`src/rtl/shift_collect8_ctrl.sv`:
```
// Serial-to-parallel collector: gathers 8 complex samples into one packed frame.
// State register, lane counter and collect buffer are separate from the output frame registers.
module shift_collect8_ctrl #(
  parameter int DW = 10
) (
  input  logic            clk,
  input  logic            rst_n,
  input  logic            sclr,
  input  logic            sof,
  input  logic            din_valid,
  input  logic [DW-1:0]   dinre,
  input  logic [DW-1:0]   dinim,
  output logic [8*DW-1:0] doutre,
  output logic [8*DW-1:0] doutim,
  output logic            dout_valid,
  output logic            frame_err,
  output logic            busy
);

  typedef enum logic {
    IDLE = 1'b0,
    FILL = 1'b1
  } state_t;

  state_t          state_q, state_d;
  logic [2:0]      cnt_q, cnt_d;
  logic [8*DW-1:0] buf_re_q, buf_re_d;
  logic [8*DW-1:0] buf_im_q, buf_im_d;
  logic [8*DW-1:0] doutre_q, doutre_d;
  logic [8*DW-1:0] doutim_q, doutim_d;
  logic            dout_valid_q, dout_valid_d;
  logic            frame_err_q, frame_err_d;
  logic            busy_q, busy_d;

  always_comb begin
    state_d      = state_q;
    cnt_d        = cnt_q;
    buf_re_d     = buf_re_q;
    buf_im_d     = buf_im_q;
    doutre_d     = doutre_q;
    doutim_d     = doutim_q;
    dout_valid_d = 1'b0;
    frame_err_d  = 1'b0;

    if (sclr) begin
      state_d = IDLE;
      cnt_d   = 3'd0;
    end else if (din_valid) begin
      if (sof) begin
        // a sof inside a partial frame restarts collection at lane 0
        buf_re_d[DW-1:0] = dinre;
        buf_im_d[DW-1:0] = dinim;
        cnt_d            = 3'd1;
        state_d          = FILL;
        frame_err_d      = (state_q == FILL);
      end else if (cnt_q == 3'd7) begin
        buf_re_d[7*DW +: DW] = dinre;
        buf_im_d[7*DW +: DW] = dinim;
        doutre_d     = {dinre, buf_re_q[7*DW-1:0]};
        doutim_d     = {dinim, buf_im_q[7*DW-1:0]};
        dout_valid_d = 1'b1;
        cnt_d        = 3'd0;
        state_d      = IDLE;
      end else begin
        buf_re_d[int'(cnt_q)*DW +: DW] = dinre;
        buf_im_d[int'(cnt_q)*DW +: DW] = dinim;
        cnt_d   = cnt_q + 3'd1;
        state_d = FILL;
      end
    end

    busy_d = (state_d == FILL);
  end

  always_ff @(posedge clk or negedge rst_n) begin
    if (!rst_n) begin
      state_q      <= IDLE;
      cnt_q        <= 3'd0;
      buf_re_q     <= '0;
      buf_im_q     <= '0;
      doutre_q     <= '0;
      doutim_q     <= '0;
      dout_valid_q <= 1'b0;
      frame_err_q  <= 1'b0;
      busy_q       <= 1'b0;
    end else begin
      state_q      <= state_d;
      cnt_q        <= cnt_d;
      buf_re_q     <= buf_re_d;
      buf_im_q     <= buf_im_d;
      doutre_q     <= doutre_d;
      doutim_q     <= doutim_d;
      dout_valid_q <= dout_valid_d;
      frame_err_q  <= frame_err_d;
      busy_q       <= busy_d;
    end
  end

  assign doutre     = doutre_q;
  assign doutim     = doutim_q;
  assign dout_valid = dout_valid_q;
  assign frame_err  = frame_err_q;
  assign busy       = busy_q;

endmodule

```
`config.mk`:
```
export PLATFORM = sky130hd
export DESIGN_NAME = shift_collect8_ctrl
export DESIGN_NICKNAME = d
export VERILOG_FILES = /design/src/rtl/shift_collect8_ctrl.sv
export SDC_FILE = /design/constraint.sdc
export NUM_CORES = 1
export LEC_CHECK = 0
export CAP_MARGIN = 10
export CORE_MARGIN = 5
export CORE_UTILIZATION = 45
export DETAILED_ROUTE_END_ITERATION = 7
export PLACE_DENSITY = 0.67
export SLEW_MARGIN = 25
export SYNTH_ARGS = -nofsm -noshare
export SYNTH_HDL_FRONTEND = slang
export SYNTH_SLANG_ARGS = --single-unit
```
`constraint.sdc`:
```
create_clock -name clk -period 5.9 [get_ports clk]
set_clock_uncertainty 0.15 [all_clocks]
set_input_delay 0.59 -clock clk [delete_from_list [all_inputs] [get_ports clk]]
set_output_delay 0.59 -clock clk [all_outputs]
set_load 0.005 [all_outputs]
```
# After elaboration in Yosys (flattened, before gate mapping)

Index checks and enable logic that the tools add are counted.

Eq/ne operators: 2
Bitwise operators: 3
Multiply operators: 1
Multiplexer cells: 23
Shift operators: 3
Reductions and logical operators: 5
$add $sub $neg: 2

Operator list:

| cell                       | number |
|---|---|
| $bwmux W80                 | 2 |
| $shiftx A10 B33 Y80        | 2 |
| $shift A10 B33 Y80 const A | 1 |
| $mux W10                   | 6 |
| $neg A7 Y33                | 1 |
| $mux W3                    | 4 |
| $mux W1                    | 11 |
| $reduce_and A4 Y1          | 2 |
| $mul A3 B3 Y6 const B      | 1 |
| $reduce_and A3 Y1          | 2 |
| $add A3 B1 Y3 const B      | 1 |
| $eq A3 B3 Y1 const B       | 1 |
| $not A1 Y1                 | 3 |
| $ne A2 B2 Y1 const B       | 1 |
| $reduce_bool A2 Y1         | 1 |

Logic and storage cells: 51
Input bits: 25
Output and inout bits: 163
Register bits: 326

# Depth between registers and ports, before layout

Depth after elaboration: 6
Mapped depth: 14
Gate-level depth less buffers: 11

# Worst setup path before layout

Ideal clock, no wire load.

Path kind: register to register
Start: register cnt_q[0]
End: register buf_im_q[4]
Slack: 2.350 ns
Setup time: 0.082 ns
Arrival: 3.318 ns
Cell stages (with the launch flop): 13
Data required time: 5.668 ns
Buffers on the path: 3
Cells stage by stage: dfrtp_1 ha_1 buf_2 or3_1 buf_2 nor3_1 ha_1 buf_1 inv_1 nand4_1 nor3_1 o21ai_0 a31oi_1

Word-level cells in the longest chain between the ends: 6

Ends and longest elaborated chain:

| what                                                             | RTL line | source |
|---|---|---|
| from (decl)                                                      | 26       | `logic [2:0] cnt_q, cnt_d;` |
| from (signal assigned)                                           | 88       | `cnt_q <= cnt_d;` |
| $mul A3 B3 Y6                                                    | 66       | `buf_im_d[int'(cnt_q)*DW +: DW] = dinim;` |
| $neg A7 Y33                                                      | 66       |  |
| $shiftx A10 B33 Y80 / $shift A10 B33 Y80 (equally long branches) | 66       |  |
| $bwmux W80                                                       | 66       |  |
| $mux W10                                                         | 56       | `end else if (cnt_q == 3'd7) begin` |
| $mux W10                                                         | 49       | `if (sof) begin` |
| to (signal assigned)                                             | 90       | `buf_im_q <= buf_im_d;` |
| to (decl)                                                        | 28       | `logic [8*DW-1:0] buf_im_q, buf_im_d;` |

Parallel ways exist; a longest one is shown, timed or not. The select of a mux whose other input is x is not followed.
A chain may end at the register's enable or synchronous reset.

# Final worst setup path

Start: register cnt_q[0]
End: register buf_re_q[5]

Word-level cells in the longest chain between the ends: 6

Ends and longest elaborated chain:

| what                                                             | RTL line | source |
|---|---|---|
| $mul A3 B3 Y6                                                    | 65       | `buf_re_d[int'(cnt_q)*DW +: DW] = dinre;` |
| $neg A7 Y33                                                      | 65       |  |
| $shiftx A10 B33 Y80 / $shift A10 B33 Y80 (equally long branches) | 65       |  |
| $bwmux W80                                                       | 65       |  |
| $mux W10                                                         | 56       |  |
| $mux W10                                                         | 49       |  |
| to (signal assigned)                                             | 89       | `buf_re_q <= buf_re_d;` |
| to (decl)                                                        | 27       | `logic [8*DW-1:0] buf_re_q, buf_re_d;` |

Parallel ways exist; a longest one is shown, timed or not. The select of a mux whose other input is x is not followed.

==> results by group <==
Status
  • Outcome: completed

Cells and area
  • Synthesis-to-finish area growth: 22.93%
  • Fin nets: 1354
  • Final instance area: 0.01779 sq mm
  • Layout Cells excl Fill: 1740
  • Layout cells sized above 1: 28.40%
  • Final core utilization: 56.24%
  • Inserted Diodes: 0
  • Fillers: 2603

Setup path
  • CP endpoint kind: register
  • Worst path required time: 6.25 ns
  • CP Launch Type: register
  • Maximum fanout along the worst path: 18
  • Critical path class: register to register
  • CP Data Arrival Time: 4.91 ns

Pwr
  • Peak supply drop: 0.2137 mV
  • PD cells: 274.7 mW/mm^2
  • Leak Pwr: 8.016 nW
  • Comb power frac: 13.9%
  • Sequential Power Share: 45.7%
  • Switching Fraction: 27.32%
  • Psw: 0.001335 W
  • Internal: 0.003552 W
  • Clk pwr share: 40.4%

Global route
  • Largest net degree at the start of global routing: 142
  • Gr ovfl total: 0
  • Initial antenna violation count: 0
  • Total global routing track utilization: 23.25%
  • Vias in the first global route: 10540
  • Global-route wire length before repair: 65.30 mm

Synthesis
  • Netlist cell types: 77
  • Most frequent cells after synthesis: dfrtp_1 (306), mux2_2 (275), a21oi_1 (50), nand2_1 (49), nor2_1 (48)
  • Mux share of post-synthesis cell area: 23.56%
  • Synth Area in Compound Gates: 12.06%
  • Cell Area, Synth: 0.01447 sq mm
  • Avg Inst Size Synth: 12.55 sq um
  • Syn Inst Count: 1153
  • Sequential fraction of the synthesis area: 52.90%
  • Top-count cell post-synth: dfrtp_1
  • Largest family of logic cells by synthesized area: multiplexers
  • Synth Area in Adders: 0.9509%
  • Post-synth top area cell: dfrtp_1
  • Post-synth EDFFs: 0
  • Ys Warns: 0
  • Ys flop type: dfrtp_1
  • Post-synthesis register bit count: 306
  • Mapped Nets: 1189
  • Synth top area share: 52.90%
  • Fraction of registers with async set/reset: 100.0%
  • Simple-gate share of the synthesized area: 7.478%
  • Top post-synthesis cells by area: dfrtp_1 (53%), mux2_2 (21%), mux2i_1 (2.0%)
  • Xor/xnor share of the synthesized area: 0.5965%

Clock network
  • Skew-Pair Late Insertion Delay: 0.57 ns
  • Clock Pin Slew Worst Setup and Hold Paths: 0.07 ns
  • Post-CTS resize count: 0
  • Root buffer cell: clkbuf_16
  • CTS Buf Count: 31
  • Setup bufs post-CTS: 0
  • H-tree depth: 1
  • Clock buffer depth: 3
  • # clock sinks: 306
  • Hold-fix buffers at CTS: 1
  • CTS tree: done

STA
  • Setup ws final: 1.336 ns
  • Rel. slew slack: 31.26%
  • RSZ-0062 raised after global routing: false
  • Max Fclk: 0.2191 GHz
  • Worst-margin pin slew: 1.029 ns
  • Final period utilization: 77.35%
  • Final min period: 4.564 ns
  • # setup viols final: 0
  • Setup_tns: 0 ns
  • Final Max Tran Viols: 0
  • Endpoints failing hold: 0

Placed design
  • Placed instance area: 0.01674 sq mm
  • Placed cells: 1686
  • Place WS: 1.462 ns
  • GP Congestion: 0.9572
  • Dpl hpwl: 30.37 mm
  • # port buffers: 187

Floorplan
  • Row Count: 65
  • Starting Density: 45.75%
  • Die ar.: 0.03585 sq mm
  • Io pins: 188
  • Die H: 189.3 um
  • Die Wd: 189.3 um
  • Core area: 0.03164 sq mm

Drt
  • Routed Antenna Nets: 0
  • First-pass iteration count of the detailed router: 8
  • Vias: 10510
  • WL per Instance: 24.34 um
  • Drc violations: 0
  • Via/cell ratio: 6.040
  • Starting DRT DRC Count: 916
  • Final wirelength: 42.35 mm

Flow run
  • Max-cap violation count: 0

Min path
  • Worst Hold Class: register to register
[per-layer routing]
layer	part of all wire, %	global-route usage, %
met5	0	0
met4	3.4	7.095
met3	7.9	4.351
met2	45	34.98
met1	44	34.41
[final cells by class]
cell class	instances	area, sq um	share of cell area, %
multi-input cells	762	6504	36.55
clock inverters	7	102.6	0.5766
well taps	402	503.0	2.827
repair buffers	206	2063	11.60
clock buffers	46	922.1	5.182
inverters	11	41.29	0.2321
flip-flops and latches	306	7657	43.03
[cell families after synthesis]
kind of cell	Yosys count
fa+ha+maj	11
simple gates	206
mux	305
compound gates	234
xor+xnor	6
buf+inv	85
flops	306
[through the flow]
| step | hold WS [ns] | power (W) |
|---|---|---|
| 6_report | 0.3472 | 0.004888 |
| 3_3_place_gp | 0.3312 | 0.002924 |
| 5_1_grt | 0.3637 | 0.005088 |
| 3_5_place_dp | 0.3375 | 0.002930 |
| 2_1_floorplan | 0.1444 | 0.002661 |
| 4_1_cts | 0.3522 | 0.004921 |
[path summary, 6_finish.rpt]
kind                                          start                       to  slack, ns  cells after the start
hold / removal             buf_re_q[56]$_DFFE_PN0P_   doutre[56]$_DFFE_PN0P_       0.35                      1
hold reg to reg            buf_re_q[56]$_DFFE_PN0P_   doutre[56]$_DFFE_PN0P_       0.35                      1
min in group asynchronous                     rst_n   doutim[78]$_DFFE_PN0P_       0.47                      2
setup reg to reg               cnt_q[0]$_DFFE_PN0P_  buf_re_q[5]$_DFFE_PN0P_       1.34                      9
setup / recovery               cnt_q[0]$_DFFE_PN0P_  buf_re_q[5]$_DFFE_PN0P_       1.34                      9
max in group asynchronous                     rst_n   doutre[46]$_DFFE_PN0P_       3.92                      3
[placed cells by master (no fill, tap or decap), drive strengths merged, types with 5 or more instances in the layout]
| cell type | n |
|---|---|
| a211oi | 5 |
| a21boi | 5 |
| a21o | 5 |
| a21oi | 53 |
| a221oi | 6 |
| a22oi | 8 |
| a31oi | 17 |
| a32oi | 6 |
| buf | 19 |
| clkbuf | 46 |
| clkdlybuf4s50 | 186 |
| dfrtp | 306 |
| ha | 11 |
| inv | 11 |
| mux2 | 275 |
| mux2i | 29 |
| nand2 | 50 |
| nand2b | 5 |
| nand3 | 38 |
| nor2 | 50 |
| nor3 | 14 |
| nor3b | 5 |
| nor4 | 8 |
| o211ai | 16 |
| o21ai | 27 |
| o22ai | 27 |
| o2bb2ai | 7 |
| o32a | 6 |
| o32ai | 9 |
| or3 | 5 |
[sequential cells by signal (all words and copies together), names as in the netlist]
register,count
dout_valid,1
busy,1
cnt_q,3
frame_err,1
buf_re_q,70
buf_im_q,70
doutim,80
doutre,80
[power by group through the flow]
stage | clock network [W] | logic (W) | registers [W]
2_1_floorplan | 0 | 0.000413 | 0.00225
3_3_place_gp | 0 | 0.000655 | 0.00227
6_report | 0.00198 | 0.000680 | 0.00223
5_1_grt | 0.00212 | 0.000728 | 0.00224
4_1_cts | 0.00203 | 0.000662 | 0.00223
3_5_place_dp | 0 | 0.000659 | 0.00227
[critical path, stage by stage, from the launching register on]
cell,delay [ns]
dfrtp_1,0.46
ha_1,0.60
or3_1,0.69
nor3_1,0.23
ha_1,0.48
inv_1,0.27
nand4_1,0.43
nor3_1,0.75
o21ai_0,0.20
a31oi_1,0.20
No activity file was read; power rests on OpenSTA's default activity.
